`src/rtl/mem_arbiter_pkg.sv`:
```
`timescale 1ns/1ps
`default_nettype none
// ============================================================================
// Module  : mem_arbiter_pkg
// Brief   : Shared CPU definitions: bus widths, arbiter state encoding and
//           the default fetch-starvation limit.
// Revision: 1.0 - initial release
// ============================================================================
package mem_arbiter_pkg;

  // Bus widths of the CPU core
  localparam int CPU_DATA_WIDTH = 32;
  localparam int CPU_ADDR_WIDTH = 32;

  // Consecutive data grants tolerated while an instruction fetch waits
  localparam int ARB_STARVE_LIMIT = 4;

  // Memory arbiter states
  typedef enum logic [1:0] {
    ARB_IDLE   = 2'd0,
    ARB_IFETCH = 2'd1,
    ARB_DATA   = 2'd2,
    ARB_RESP   = 2'd3
  } arb_state_e;

endpackage : mem_arbiter_pkg
`default_nettype wire

```
`src/rtl/mem_arbiter.sv`:
```
`timescale 1ns/1ps
`default_nettype none
// ============================================================================
// Module  : mem_arbiter
// Brief   : Two-master arbiter sharing one external memory port between the
//           instruction fetch stage and the memory (load/store) stage. Data
//           accesses win by default; a saturating counter forces a fetch
//           grant once data has been served STARVE_LIMIT times in a row while
//           fetch was waiting. A fetch flushed in flight still completes on
//           the bus but its result is dropped.
// Revision: 1.0 - initial release
// ============================================================================
module mem_arbiter
  import mem_arbiter_pkg::*;
#(
  parameter int DATA_WIDTH   = CPU_DATA_WIDTH,
  parameter int ADDR_WIDTH   = CPU_ADDR_WIDTH,
  parameter int STARVE_LIMIT = ARB_STARVE_LIMIT
) (
  input  logic                    clk,
  input  logic                    rst,
  // instruction fetch port
  input  logic                    if_req,
  input  logic [ADDR_WIDTH-1:0]   if_addr,
  input  logic                    if_flush,
  output logic                    if_done,
  output logic [DATA_WIDTH-1:0]   if_rdata,
  // memory-stage port
  input  logic                    d_req,
  input  logic                    d_we,
  input  logic [ADDR_WIDTH-1:0]   d_addr,
  input  logic [DATA_WIDTH-1:0]   d_wdata,
  input  logic [DATA_WIDTH/8-1:0] d_be,
  output logic                    d_done,
  output logic [DATA_WIDTH-1:0]   d_rdata,
  // external memory port
  output logic                    mem_req,
  output logic                    mem_we,
  output logic [ADDR_WIDTH-1:0]   mem_addr,
  output logic [DATA_WIDTH-1:0]   mem_wdata,
  output logic [DATA_WIDTH/8-1:0] mem_be,
  input  logic                    mem_ack,
  input  logic [DATA_WIDTH-1:0]   mem_rdata
);

  localparam int BE_WIDTH  = DATA_WIDTH / 8;
  localparam int CNT_WIDTH = (STARVE_LIMIT < 1) ? 1 : $clog2(STARVE_LIMIT + 1);
  localparam logic [CNT_WIDTH-1:0] CNT_LIMIT = CNT_WIDTH'(STARVE_LIMIT);

  arb_state_e              state_q,     state_d;
  logic [CNT_WIDTH-1:0]    starve_q,    starve_d;
  logic                    discard_q,   discard_d;
  logic                    mem_req_q,   mem_req_d;
  logic                    mem_we_q,    mem_we_d;
  logic [ADDR_WIDTH-1:0]   mem_addr_q,  mem_addr_d;
  logic [DATA_WIDTH-1:0]   mem_wdata_q, mem_wdata_d;
  logic [BE_WIDTH-1:0]     mem_be_q,    mem_be_d;
  logic                    if_done_q,   if_done_d;
  logic                    d_done_q,    d_done_d;
  logic [DATA_WIDTH-1:0]   if_rdata_q,  if_rdata_d;
  logic [DATA_WIDTH-1:0]   d_rdata_q,   d_rdata_d;

  logic fetch_ok;
  logic starve_hit;
  logic grant_fetch;

  // A flushed fetch request is never granted; fetch wins only when data is
  // absent or data has already had its full run of grants.
  assign fetch_ok    = if_req && !if_flush;
  assign starve_hit  = (starve_q == CNT_LIMIT);
  assign grant_fetch = fetch_ok && (!d_req || starve_hit);

  // Next-state, grant and response logic
  always_comb begin
    state_d     = state_q;
    starve_d    = starve_q;
    discard_d   = discard_q;
    mem_req_d   = mem_req_q;
    mem_we_d    = mem_we_q;
    mem_addr_d  = mem_addr_q;
    mem_wdata_d = mem_wdata_q;
    mem_be_d    = mem_be_q;
    if_done_d   = 1'b0;
    d_done_d    = 1'b0;
    if_rdata_d  = if_rdata_q;
    d_rdata_d   = d_rdata_q;

    case (state_q)
      ARB_IDLE: begin
        // Nobody is waiting for fetch, so nobody is being starved
        if (!if_req) begin
          starve_d = '0;
        end
        if (grant_fetch) begin
          state_d     = ARB_IFETCH;
          starve_d    = '0;
          mem_req_d   = 1'b1;
          mem_we_d    = 1'b0;
          mem_addr_d  = if_addr;
          mem_wdata_d = '0;
          mem_be_d    = '1;
        end else if (d_req) begin
          state_d     = ARB_DATA;
          mem_req_d   = 1'b1;
          mem_we_d    = d_we;
          mem_addr_d  = d_addr;
          mem_wdata_d = d_wdata;
          mem_be_d    = d_we ? d_be : {BE_WIDTH{1'b1}};
          // Saturate so a flushed-but-held fetch cannot wrap the count
          if (if_req && !starve_hit) begin
            starve_d = starve_q + CNT_WIDTH'(1);
          end
        end
      end

      ARB_IFETCH: begin
        if (if_flush) begin
          discard_d = 1'b1;
        end
        if (mem_ack) begin
          state_d   = ARB_RESP;
          mem_req_d = 1'b0;
          // A flush in the ack cycle itself also kills the response
          if (!(discard_q || if_flush)) begin
            if_done_d  = 1'b1;
            if_rdata_d = mem_rdata;
          end
        end
      end

      ARB_DATA: begin
        if (mem_ack) begin
          state_d   = ARB_RESP;
          mem_req_d = 1'b0;
          d_done_d  = 1'b1;
          d_rdata_d = mem_rdata;
        end
      end

      ARB_RESP: begin
        // No grant here: a requester dropping req on its done pulse is safe
        state_d   = ARB_IDLE;
        discard_d = 1'b0;
      end

      default: begin
        state_d = ARB_IDLE;
      end
    endcase
  end

  // State and output registers with synchronous reset
  always_ff @(posedge clk) begin
    if (rst) begin
      state_q     <= ARB_IDLE;
      starve_q    <= '0;
      discard_q   <= 1'b0;
      mem_req_q   <= 1'b0;
      mem_we_q    <= 1'b0;
      mem_addr_q  <= '0;
      mem_wdata_q <= '0;
      mem_be_q    <= '0;
      if_done_q   <= 1'b0;
      d_done_q    <= 1'b0;
      if_rdata_q  <= '0;
      d_rdata_q   <= '0;
    end else begin
      state_q     <= state_d;
      starve_q    <= starve_d;
      discard_q   <= discard_d;
      mem_req_q   <= mem_req_d;
      mem_we_q    <= mem_we_d;
      mem_addr_q  <= mem_addr_d;
      mem_wdata_q <= mem_wdata_d;
      mem_be_q    <= mem_be_d;
      if_done_q   <= if_done_d;
      d_done_q    <= d_done_d;
      if_rdata_q  <= if_rdata_d;
      d_rdata_q   <= d_rdata_d;
    end
  end

  assign mem_req   = mem_req_q;
  assign mem_we    = mem_we_q;
  assign mem_addr  = mem_addr_q;
  assign mem_wdata = mem_wdata_q;
  assign mem_be    = mem_be_q;
  assign if_done   = if_done_q;
  assign if_rdata  = if_rdata_q;
  assign d_done    = d_done_q;
  assign d_rdata   = d_rdata_q;

endmodule : mem_arbiter
`default_nettype wire

```
`config.mk`:
```
export PLATFORM = sky130hd
export DESIGN_NAME = mem_arbiter
export DESIGN_NICKNAME = d
export VERILOG_FILES = /design/src/rtl/mem_arbiter_pkg.sv /design/src/rtl/mem_arbiter.sv
export SDC_FILE = /design/constraint.sdc
export NUM_CORES = 1
export LEC_CHECK = 0
export CAP_MARGIN = 0
export CORE_MARGIN = 2
export CORE_UTILIZATION = 40
export DETAILED_ROUTE_END_ITERATION = 8
export GPL_ROUTABILITY_DRIVEN = 0
export PLACE_DENSITY = 0.8
export RECOVER_POWER = 50
export REMOVE_ABC_BUFFERS = 1
export SYNTH_ARGS = -nofsm -noshare
export SYNTH_HDL_FRONTEND = slang
export SYNTH_SLANG_ARGS = --single-unit
```
`constraint.sdc`:
```
create_clock -name clk -period 2.1 [get_ports clk]
set_input_delay 0.42 -clock clk [delete_from_list [all_inputs] [get_ports clk]]
set_output_delay 0.42 -clock clk [all_outputs]
set_load 0.1 [all_outputs]
```
==> flow_summary_export.csv <==
group,metric,value,unit
worst_setup_path,reg2reg_depth,7,
sta,max_freq,563,MHz
clock_tree,worst_skew_pair.late_latency,0.41,ns
clock_tree,cts_made_buffers,17,
power_and_ir_drop,power_switching,0.00637,W
power_and_ir_drop,clockPowerShare,23.0,%
worst_setup_path,r2r_slack,0.32,ns
logic_synthesis,syn_avg_cell_area,8.12,um2
worst_setup_path,cp_top_family,"simple AND/OR/NAND/NOR gates",
global_route,antenna_found_initial,0,
clock_tree,clock-sinks,142,
finish,antennaDiodeCount,0,
sta,period_needed,1.78,ns
route,vias_per_cell,5.01,
finish,regArea,2840,um2
sta,fin_setup_tns,0,ns
placed_design,hpwl,12400,um
sta,skew,0.00480,ns
finish,area_growth,53.4,%
power_and_ir_drop,sequentialPowerShare,26.9,%
route,detail-route-antenna-nets,0,
clock_tree,cts_resized,0,
clock_tree,cts_max_level,4,
clock_tree,cts.path.max_buffers,2,
finish,drive_above_1_share,22.0,%
route,wl_per_cell,15.4,um
power_and_ir_drop,ir_drop,931,uV
worst_setup_path,reg2reg_to,"if_rdata[21]",
logic_synthesis,ys_ff_latch,142,
logic_synthesis,synth_top_flop_cell,"dfxtp_1",
sta,rsz0062_at_grt,"no",
sta,fin_crit_sh,84.6,%
power_and_ir_drop,p_sw_share,49.6,%
route,drt-total-wl,17700,um
route,drtPass1Iterations,4,
finish,finish.instance_area,8590,um2
die,io_pins,275,
worst_setup_path,cp.required,2.37,ns
worst_setup_path,critical_path_buf_inv_count,3,
finish,fin_cells,1143,
global_route,grt_pass1_vias,5313,
worst_setup_path,cp-startpoint,"state_q[1]",
worst_setup_path,startpoint_type,"register",
logic_synthesis,synth_cell_types,38,
die,die_h,122,um
worst_setup_path,crit_path_max_incr_delay,0.56,ns
flow_run,drv_cap,0,
logic_synthesis,syn_inst,690,
finish,multi_input_area,2440,um2
power_and_ir_drop,internal_power,0.00646,W
worst_setup_path,critical_path_class,"reg2reg",
die,rows,43,
hold_path,min_path_type,"reg2reg",
clock_tree,clk_pin_slew,0.06,ns
worst_setup_path,crit_arrival,2.05,ns
worst_setup_path,cp.depth,7,
power_and_ir_drop,power_density,1490,nW/um2
sta,max_slew_margin,49.8,%
sta,setup_violations,0,
global_route,grtUsageTotal,22.9,%
power_and_ir_drop,leakagePower,3.54,nW
die,die_area,15000,um2
clock_tree,cts_tree,"yes",
logic_synthesis,syn_area,5600,um2
placed_design,placed_cells,1112,
outcome,outcome,"complete, no violations",
route,vias,5724,
logic_synthesis,synth_async_sr_flop_share,0,%
logic_synthesis,ys_seq_area_share,50.8,%
route,drc,0,
logic_synthesis,yosys_warnings,0,
global_route,grt_overflow,0,
clock_tree,hold_buffers,0,
sta,worst_pin_slew,0.753,ns
worst_setup_path,r2r-start,"state_q[1]",
worst_setup_path,crit_path_end_kind,"register",
die,fp.dieW,122,um
route,drt_iter0_drc,476,
power_and_ir_drop,pwr-share-comb,50.1,%
global_route,grt_max_degree,49,
worst_setup_path,endpoint,"if_rdata[21]",
placed_design,dpl-instance-area,8290,um2
sta,hold_violations,0,
global_route,grt_pass1_wl,26700,um
die,core_area,13800,um2
worst_setup_path,path_common_cell,"inv_1",
clock_tree,post_cts_buffers,0,
worst_setup_path,cp_slowest_cell,"or4b_1",
finish,nFillCells,1261,
sta,finalMaxSlewViolations,0,
worst_setup_path,crit_fanout,33,
clock_tree,cts-root-buf,"clkbuf_16",
placed_design,port_buffers,274,
worst_setup_path,path_cells,"inv_1 -> ha_1 -> inv_1 -> or4b_1 -> buf_12 -> nand2_1 -> a21oi_1",
die,start_util,40.7,%
logic_synthesis,synth-edff-count,0,
finish,layout.nets,1097,
[placed cells by master, fill, tap and decap left out, types with 2 or more instances in the layout]
| cell type | instances |
|---|---|
| nand4_1 | 2 |
| nor2_1 | 38 |
| clkbuf_16 | 17 |
| nand2b_1 | 2 |
| clkbuf_2 | 106 |
| nand3_1 | 33 |
| dfxtp_1 | 142 |
| ha_1 | 7 |
| nand3b_1 | 2 |
| buf_4 | 43 |
| inv_1 | 6 |
| bufinv_16 | 2 |
| clkbuf_8 | 2 |
| clkinvlp_4 | 4 |
| a211oi_1 | 21 |
| nor3_1 | 8 |
| a211oi_2 | 11 |
| buf_12 | 13 |
| clkbuf_1 | 2 |
| clkinv_2 | 3 |
| nand2_1 | 203 |
| a31oi_1 | 2 |
| clkdlybuf4s50_1 | 136 |
| a21oi_1 | 134 |
| o21ai_0 | 5 |
[state kept, by name, summed over array words and instances, names as in the netlist]
signal     cells
d_rdata       32
if_rdata      32
mem_addr      32
mem_wdata     32
mem_be         4
starve_q       3
state_q        2
d_done         1
discard_q      1
if_done        1
mem_req        1
mem_we         1
[synth_stat cells (2+ instances only)]
cell / count / area [um2]
a211oi_1: 21 / 158
a211oi_2: 11 / 138
a21oi_1: 134 / 671
a31oi_1: 2 / 12.5
buf_2: 13 / 65.1
buf_4: 4 / 30.0
buf_6: 9 / 101
clkbuf_1: 29 / 109
dfxtp_1: 142 / 2840
ha_1: 7 / 87.6
inv_1: 6 / 22.5
nand2_1: 203 / 762
nand2b_1: 2 / 12.5
nand3_1: 33 / 165
nand3b_1: 2 / 15.0
nand4_1: 2 / 12.5
nor2_1: 38 / 143
nor3_1: 8 / 40.0
o21ai_0: 5 / 25.0
[worst min-delay path by stage]
stage / end / cells after the start / from / slack (ns)
floorplan: starve_q[1] / 2 / starve_q[1] / 0.45
global placement: mem_wdata[10] / 2 / mem_wdata[10] / 0.44
detailed placement: mem_we / 2 / mem_we / 0.44
CTS: mem_we / 2 / mem_we / 0.45
global route: mem_wdata[17] / 2 / mem_wdata[17] / 0.47
finish: mem_wdata[5] / 2 / mem_wdata[5] / 0.45
[area by class of cell]
cell class,instances,area share (%)
clock buffers,21,5.36
inverters,6,0.262
multi-input cells,485,28.4
repair buffers,299,28.9
clock inverters,10,1.33
well taps,180,2.62
flip-flops and latches,142,33.1
[stage by stage]
step	worst slack, ns	power (W)	hold WS (ns)	utilization, %
CTS	0.310	0.0131	0.452	64.4
global route	0.205	0.0134	0.468	62.4
finish	0.323	0.0128	0.449	62.4
global placement	0.0778	0.0101	0.439	60.2
floorplan	-0.308	0.00830	0.447	-
detailed placement	0.0307	0.0102	0.443	60.2
[routing by layer]
metal / part of all wire, % / up-vias / GRT usage (%)
li1: - / 2834 / -
met1: 41 / 2623 / 27.4
met2: 48 / 245 / 37.7
met3: 9.6 / 22 / 8.27
met4: 1.9 / 0 / 8.41
met5: 0 / - / 0
[power groups by stage]
stage / logic [W] / clock network (W) / registers [W]
6_report: 0.00643 / 0.00294 / 0.00346
5_1_grt: 0.00674 / 0.00314 / 0.00352
4_1_cts: 0.00665 / 0.00300 / 0.00346
3_5_place_dp: 0.00664 / 0 / 0.00352
3_3_place_gp: 0.00659 / 0 / 0.00350
2_1_floorplan: 0.00154 / 0 / 0.00676
[worst register-to-register path, cell delays in order (launching register included)]
cell	delay, ns
dfxtp_1	0.33
inv_1	0.13
ha_1	0.18
inv_1	0.08
or4b_1	0.56
buf_12	0.20
nand2_1	0.10
a21oi_1	0.06
[logic make-up (layout without fill, tap and decap cells)]
logic type | Yosys count | count (layout) | synth area share (%)
DFF | 142 | 142 | 50.8
and+or+nand+nor | 295 | 295 | 21.9
AOI/OAI and AO/OA | 182 | 182 | 19.5
muxes | 1 | 1 | 0.179
adders and majority gates | 7 | 7 | 1.56
buffers and inverters | 63 | 336 | 6.01
(Power assumes the default switching activity.)
